File: config.mk
export PLATFORM = sky130hd
export DESIGN_NAME = ota_bitstream_decoder
export DESIGN_NICKNAME = d
export VERILOG_FILES = /design/src/rtl/ota_bitstream_decoder.sv
export SDC_FILE = /design/constraint.sdc
export NUM_CORES = 1
export LEC_CHECK = 0
export CAP_MARGIN = 20
export CORE_MARGIN = 2
export CORE_UTILIZATION = 55
export CTS_CLUSTER_SIZE = 14
export DETAILED_ROUTE_END_ITERATION = 10
export PLACE_DENSITY = 0.78
export SETUP_SLACK_MARGIN = 0.2
export SYNTH_ARGS = -nofsm -noshare
export SYNTH_HDL_FRONTEND = slang
export SYNTH_SLANG_ARGS = --single-unit
File: constraint.sdc
create_clock -name clk -period 2.1 [get_ports clk]
set_input_delay 0.21 -clock clk [delete_from_list [all_inputs] [get_ports clk]]
set_output_delay 0.21 -clock clk [all_outputs]
set_load 0.03 [all_outputs]
File: src/rtl/ota_bitstream_decoder.sv
// Duty-cycle decoder for the OTA/comparator bitstream: it synchronises cmp_in and counts
// ones over a 32/64/128/256-cycle window, then presents an 8-bit saturated code with a strobe.
`timescale 1ns/1ps

module ota_bitstream_decoder #(
    parameter int SYNC_STAGES = 2
) (
    input  logic       clk,
    input  logic       rst_n,
    input  logic       ena,
    input  logic       cmp_in,
    input  logic       start,
    input  logic [1:0] win_sel,
    input  logic       continuous,
    output logic [7:0] result,
    output logic       valid,
    output logic       busy,
    output logic       sat
);

    localparam logic [0:0] ST_IDLE = 1'b0;
    localparam logic [0:0] ST_RUN  = 1'b1;

    logic [SYNC_STAGES-1:0] sync_r;
    logic                   s_s;
    logic [0:0]             state_r;
    logic [0:0]             state_s;
    logic [1:0]             win_sel_r;
    logic [1:0]             win_sel_s;
    logic                   cont_r;
    logic                   cont_s;
    logic [8:0]             acc_r;
    logic [8:0]             acc_s;
    logic [7:0]             idx_r;
    logic [7:0]             idx_s;
    logic [7:0]             result_s;
    logic                   sat_s;
    logic                   valid_s;
    logic [8:0]             sum_s;
    logic                   last_s;

    // Index of the final sample in a window of 32 << ws cycles.
    function automatic logic [7:0] last_idx(input logic [1:0] ws);
        logic [7:0] li;
        case (ws)
            2'd0:    li = 8'd31;
            2'd1:    li = 8'd63;
            2'd2:    li = 8'd127;
            2'd3:    li = 8'd255;
            default: li = 8'd31;
        endcase
        return li;
    endfunction

    // A full-scale 256-cycle window of ones clamps to 255.
    function automatic logic [7:0] sat_code(input logic [8:0] sum);
        logic [7:0] code;
        if (sum > 9'd255) begin
            code = 8'd255;
        end else begin
            code = sum[7:0];
        end
        return code;
    endfunction

    assign s_s    = sync_r[SYNC_STAGES-1];
    assign sum_s  = acc_r + {8'd0, s_s};
    assign last_s = (idx_r == last_idx(win_sel_r));
    assign busy   = (state_r == ST_RUN);

    // Input synchroniser: only its last stage feeds the counter.
    always_ff @(posedge clk or negedge rst_n) begin
        if (!rst_n) begin
            sync_r <= {SYNC_STAGES{1'b0}};
        end else begin
            sync_r <= {sync_r[SYNC_STAGES-2:0], cmp_in};
        end
    end

    // Next-state, accumulator and result computation.
    always_comb begin
        state_s   = state_r;
        win_sel_s = win_sel_r;
        cont_s    = cont_r;
        acc_s     = acc_r;
        idx_s     = idx_r;
        result_s  = result;
        sat_s     = sat;
        valid_s   = 1'b0;
        if (!ena) begin
            state_s = ST_IDLE;
            acc_s   = 9'd0;
            idx_s   = 8'd0;
        end else begin
            case (state_r)
                ST_IDLE: begin
                    if (start) begin
                        state_s   = ST_RUN;
                        win_sel_s = win_sel;
                        cont_s    = continuous;
                        acc_s     = 9'd0;
                        idx_s     = 8'd0;
                    end else begin
                        state_s = ST_IDLE;
                    end
                end
                ST_RUN: begin
                    if (last_s) begin
                        result_s = sat_code(sum_s);
                        sat_s    = (sum_s == 9'd256);
                        valid_s  = 1'b1;
                        acc_s    = 9'd0;
                        idx_s    = 8'd0;
                        // Continuous mode rolls straight into the next window with no gap cycle.
                        if (cont_r) begin
                            state_s   = ST_RUN;
                            win_sel_s = win_sel;
                            cont_s    = continuous;
                        end else begin
                            state_s = ST_IDLE;
                        end
                    end else begin
                        acc_s = sum_s;
                        idx_s = idx_r + 8'd1;
                    end
                end
                default: begin
                    state_s = ST_IDLE;
                    acc_s   = 9'd0;
                    idx_s   = 8'd0;
                end
            endcase
        end
    end

    // State and output registers.
    always_ff @(posedge clk or negedge rst_n) begin
        if (!rst_n) begin
            state_r   <= ST_IDLE;
            win_sel_r <= 2'd0;
            cont_r    <= 1'b0;
            acc_r     <= 9'd0;
            idx_r     <= 8'd0;
            result    <= 8'd0;
            sat       <= 1'b0;
            valid     <= 1'b0;
        end else begin
            state_r   <= state_s;
            win_sel_r <= win_sel_s;
            cont_r    <= cont_s;
            acc_r     <= acc_s;
            idx_r     <= idx_s;
            result    <= result_s;
            sat       <= sat_s;
            valid     <= valid_s;
        end
    end

endmodule

==> flow_summary_export.csv <==
group,metric,value,unit
critical_path,path_class,"flip-flop to flip-flop",
global_route,grt_max_degree,34,
place,place_ws,0.183,ns
global_route,grt_pass1_wl,5.20,mm
routing,drc,2,
synth,synth_fp_nets,163,
status,status,"finished with violations",
job,maxCapViolations,0,
place,dp_hpwl,2.21,mm
critical_path,cp-end-kind,"flip-flop",
global_route,grt_use_total,0.201,
timing,fmax,0.533,GHz
die,core,2810,µm²
finish,layout.nets,191,
power,vdd_drop_max,0.000439,V
timing,rsz0062_at_grt,"yes",
place,routabilityCongestion,0.853,
global_route,antenna_found_initial,0,
critical_path,required,2.34,ns
finish,drive_above_1_share,0.183,
clock_network,clk_latency,0.35,ns
timing,fin_ws,0.224,ns
die,dieArea,3450,µm²
finish,antenna_cells,0,
synth,synth_seq_area_share,0.500,
clock_network,clockBufferDepth,2,
finish,fillers,219,
timing,fin_setup_tns,0,ns
global_route,grt_pass1_vias,1150,
timing,finalCritPeriodShare,0.893,
status,violations,"design-rule violations",
synth,yosysWarnings,0,
die,pin_count,19,
routing,antenna_left,0,
power,power_density,597,nW/µm²
timing,tightest_slew,0.474,ns
routing,viasPerCell,5.98,
clock_network,root_buffer,"clkbuf_4",
synth,ys.flop_type,"dfrtp_1",
timing,slew_viol_final,0,
routing,firstDrtPassIters,7,
timing,finClkSkew,0.0180,ns
clock_network,cts_tree,"yes",
clock_network,cts_num_sinks,33,
synth,synth_seq_cells,33,
clock_network,clkTransAtPathRegs,0.10,ns
synth,synthArstFlopShare,1.00,
critical_path,critPathLaunchType,"flip-flop",
routing,drt_iter0_drc,44,
critical_path,cp.arrival,2.12,ns
die,num_rows,19,
synth,postSynthAreaPerCell,10.9,µm²
finish,area_growth,19.6,%
routing,vias,1262,
clock_network,cts_made_buffers,5,
timing,finalCriticalPeriod,1.88,ns
clock_network,htreeDepth,2,
routing,wl_per_cell,14.6,µm
timing,hold_violations,0,
timing,slew-limit-headroom,0.681,
power,p_leak,0.866,nW
timing,whs,0.254,ns
power,p_total,1.18,mW
critical_path,cp_max_fo,5,
die,initial_core_util,0.588,
clock_network,hold_buffers,0,
synth,synth_edf_count,0,
synth,syn-instance-count,152,
die,die_h,58.8,µm
place,port_buffers,18,
routing,routed_wl,3.09,mm
global_route,grt-ovfl-total,0,
timing,setup_viol,0,
die,die_x,58.8,µm
synth,netlist_area,1650,µm²
worst_hold_path,hp-class,"primary input to async pin",
synth,synth_cell_type_count,37,
final cells by class:
class                           count  area (µm²)  share of cell area
Clock buffer                        7        55.1              0.0279
Inverter                            4        15.0             0.00760
Multi-Input combinational cell    112         811               0.411
Sequential cell                    33         830               0.420
Tap cell                           31        38.8              0.0196
Timing Repair Buffer               24         225               0.114
sequential cells by signal (all words and copies together), names as in the netlist, 2 cells and up:
register,cells
acc_r,9
idx_r,8
result,8
sync_r,2
win_sel_r,2
critical path: stages (launching register included):
cell and delay (ns):
dfrtp_2 0.45, or4bb_4 0.56, o211ai_4 0.15, nand3_4 0.10, a21oi_2 0.18, mux2_1 0.34
path summary, 6_finish.rpt:
path | depth (start not counted) | slack, ns | start | to
min reg2reg | 0 | 0.36 | sync_r[0]$_DFF_PN0_ | sync_r[1]$_DFF_PN0_
min in group clk | 1 | 0.31 | cmp_in | sync_r[0]$_DFF_PN0_
min | 2 | 0.25 | rst_n | win_sel_r[0]$_DFFE_PN0P_
max | 5 | 0.22 | idx_r[7]$_DFFE_PN0P_ | win_sel_r[0]$_DFFE_PN0P_
max reg2reg | 5 | 0.22 | idx_r[7]$_DFFE_PN0P_ | win_sel_r[0]$_DFFE_PN0P_
max in group asynchronous | 2 | 1.53 | rst_n | result[1]$_DFFE_PN0P_
report_power, final:
part / internal, mW / leakage [nW] / switching (mW)
Clock: 0.158 / 0.0314 / 0.208
Combinational: 0.0628 / 0.393 / 0.0730
Sequential: 0.654 / 0.441 / 0.0233
Total: 0.874 / 0.866 / 0.304
placed cells by master, fill, tap and decap left out, types with 2 or more instances in the layout:
master           Yosys  final
nor2_1               8      8
buf_4                0      6
o21ai_1              7      7
nand2b_1             2      2
mux2_1               2      2
o22a_1               3      3
inv_1                3      3
a2bb2oi_2            5      5
dfrtp_2              0      3
a21o_1               2      2
and3_1               5      5
nand2_1             17     16
a22o_1               5      5
xnor2_1              5      5
a31oi_1              6      6
clkbuf_4             0      5
nand4_1              3      3
nand3_1              7      7
o21ai_0              6      6
xor2_1               6      6
clkdlybuf4s50_1      0     18
ha_1                 3      2
dfrtp_1             33     30
a21oi_1              6      6
cells in the mapped netlist, types with 2 or more instances:
cell,count,area (µm²)
nand3_1,7,35.0
a21oi_1,6,30.0
o21ai_0,6,30.0
dfrtp_1,33,826
nand2b_1,2,12.5
nor2_1,8,30.0
a2bb2oi_2,5,75.1
ha_1,3,37.5
and3_1,5,31.3
mux2_1,2,22.5
clkbuf_1,2,7.51
nand4_1,3,18.8
a21o_1,2,15.0
nand2_1,17,63.8
a22o_1,5,43.8
xnor2_1,5,43.8
o22a_1,3,26.3
inv_1,3,11.3
xor2_1,6,52.6
o21ai_1,7,35.0
a31oi_1,6,37.5
kinds of logic (layout without fill, tap and decap cells):
kind of cell    Yosys count  count (layout)  share of synthesized area
xor+xnor                 11              11                     0.0584
mux                       2               2                     0.0136
simple gates             50              50                      0.165
compound gates           46              46                      0.220
buf+inv                   7              35                     0.0205
fa+ha+maj                 3               3                     0.0227
flops                    33              33                      0.500
repair_timing:
action | in CTS | in global routing
buffers inserted | 2 | 1
pin swaps | 2 | 2
resized for setup | 1 | 7
endpoints found under the setup margin | 2 | 26
stage by stage:
stage | cell area [µm²] | util | cells
global placement | 1870 | 0.668 | 201
detailed placement | 1870 | 0.668 | 201
CTS | 1940 | 0.693 | 210
global route | 1970 | 0.704 | 211
floorplan | 1650 | - | 152
finish | 1970 | 0.704 | 211
metal layers:
layer | routed length [µm] | GRT usage | vias to the layer above
met5 | 0 | 0 | -
met4 | 36 | 0.0779 | 0
met3 | 138 | 0.0571 | 6
met2 | 1460 | 0.310 | 21
met1 | 1460 | 0.271 | 622
li1 | - | - | 613
No activity file was read; power rests on OpenSTA's default activity.
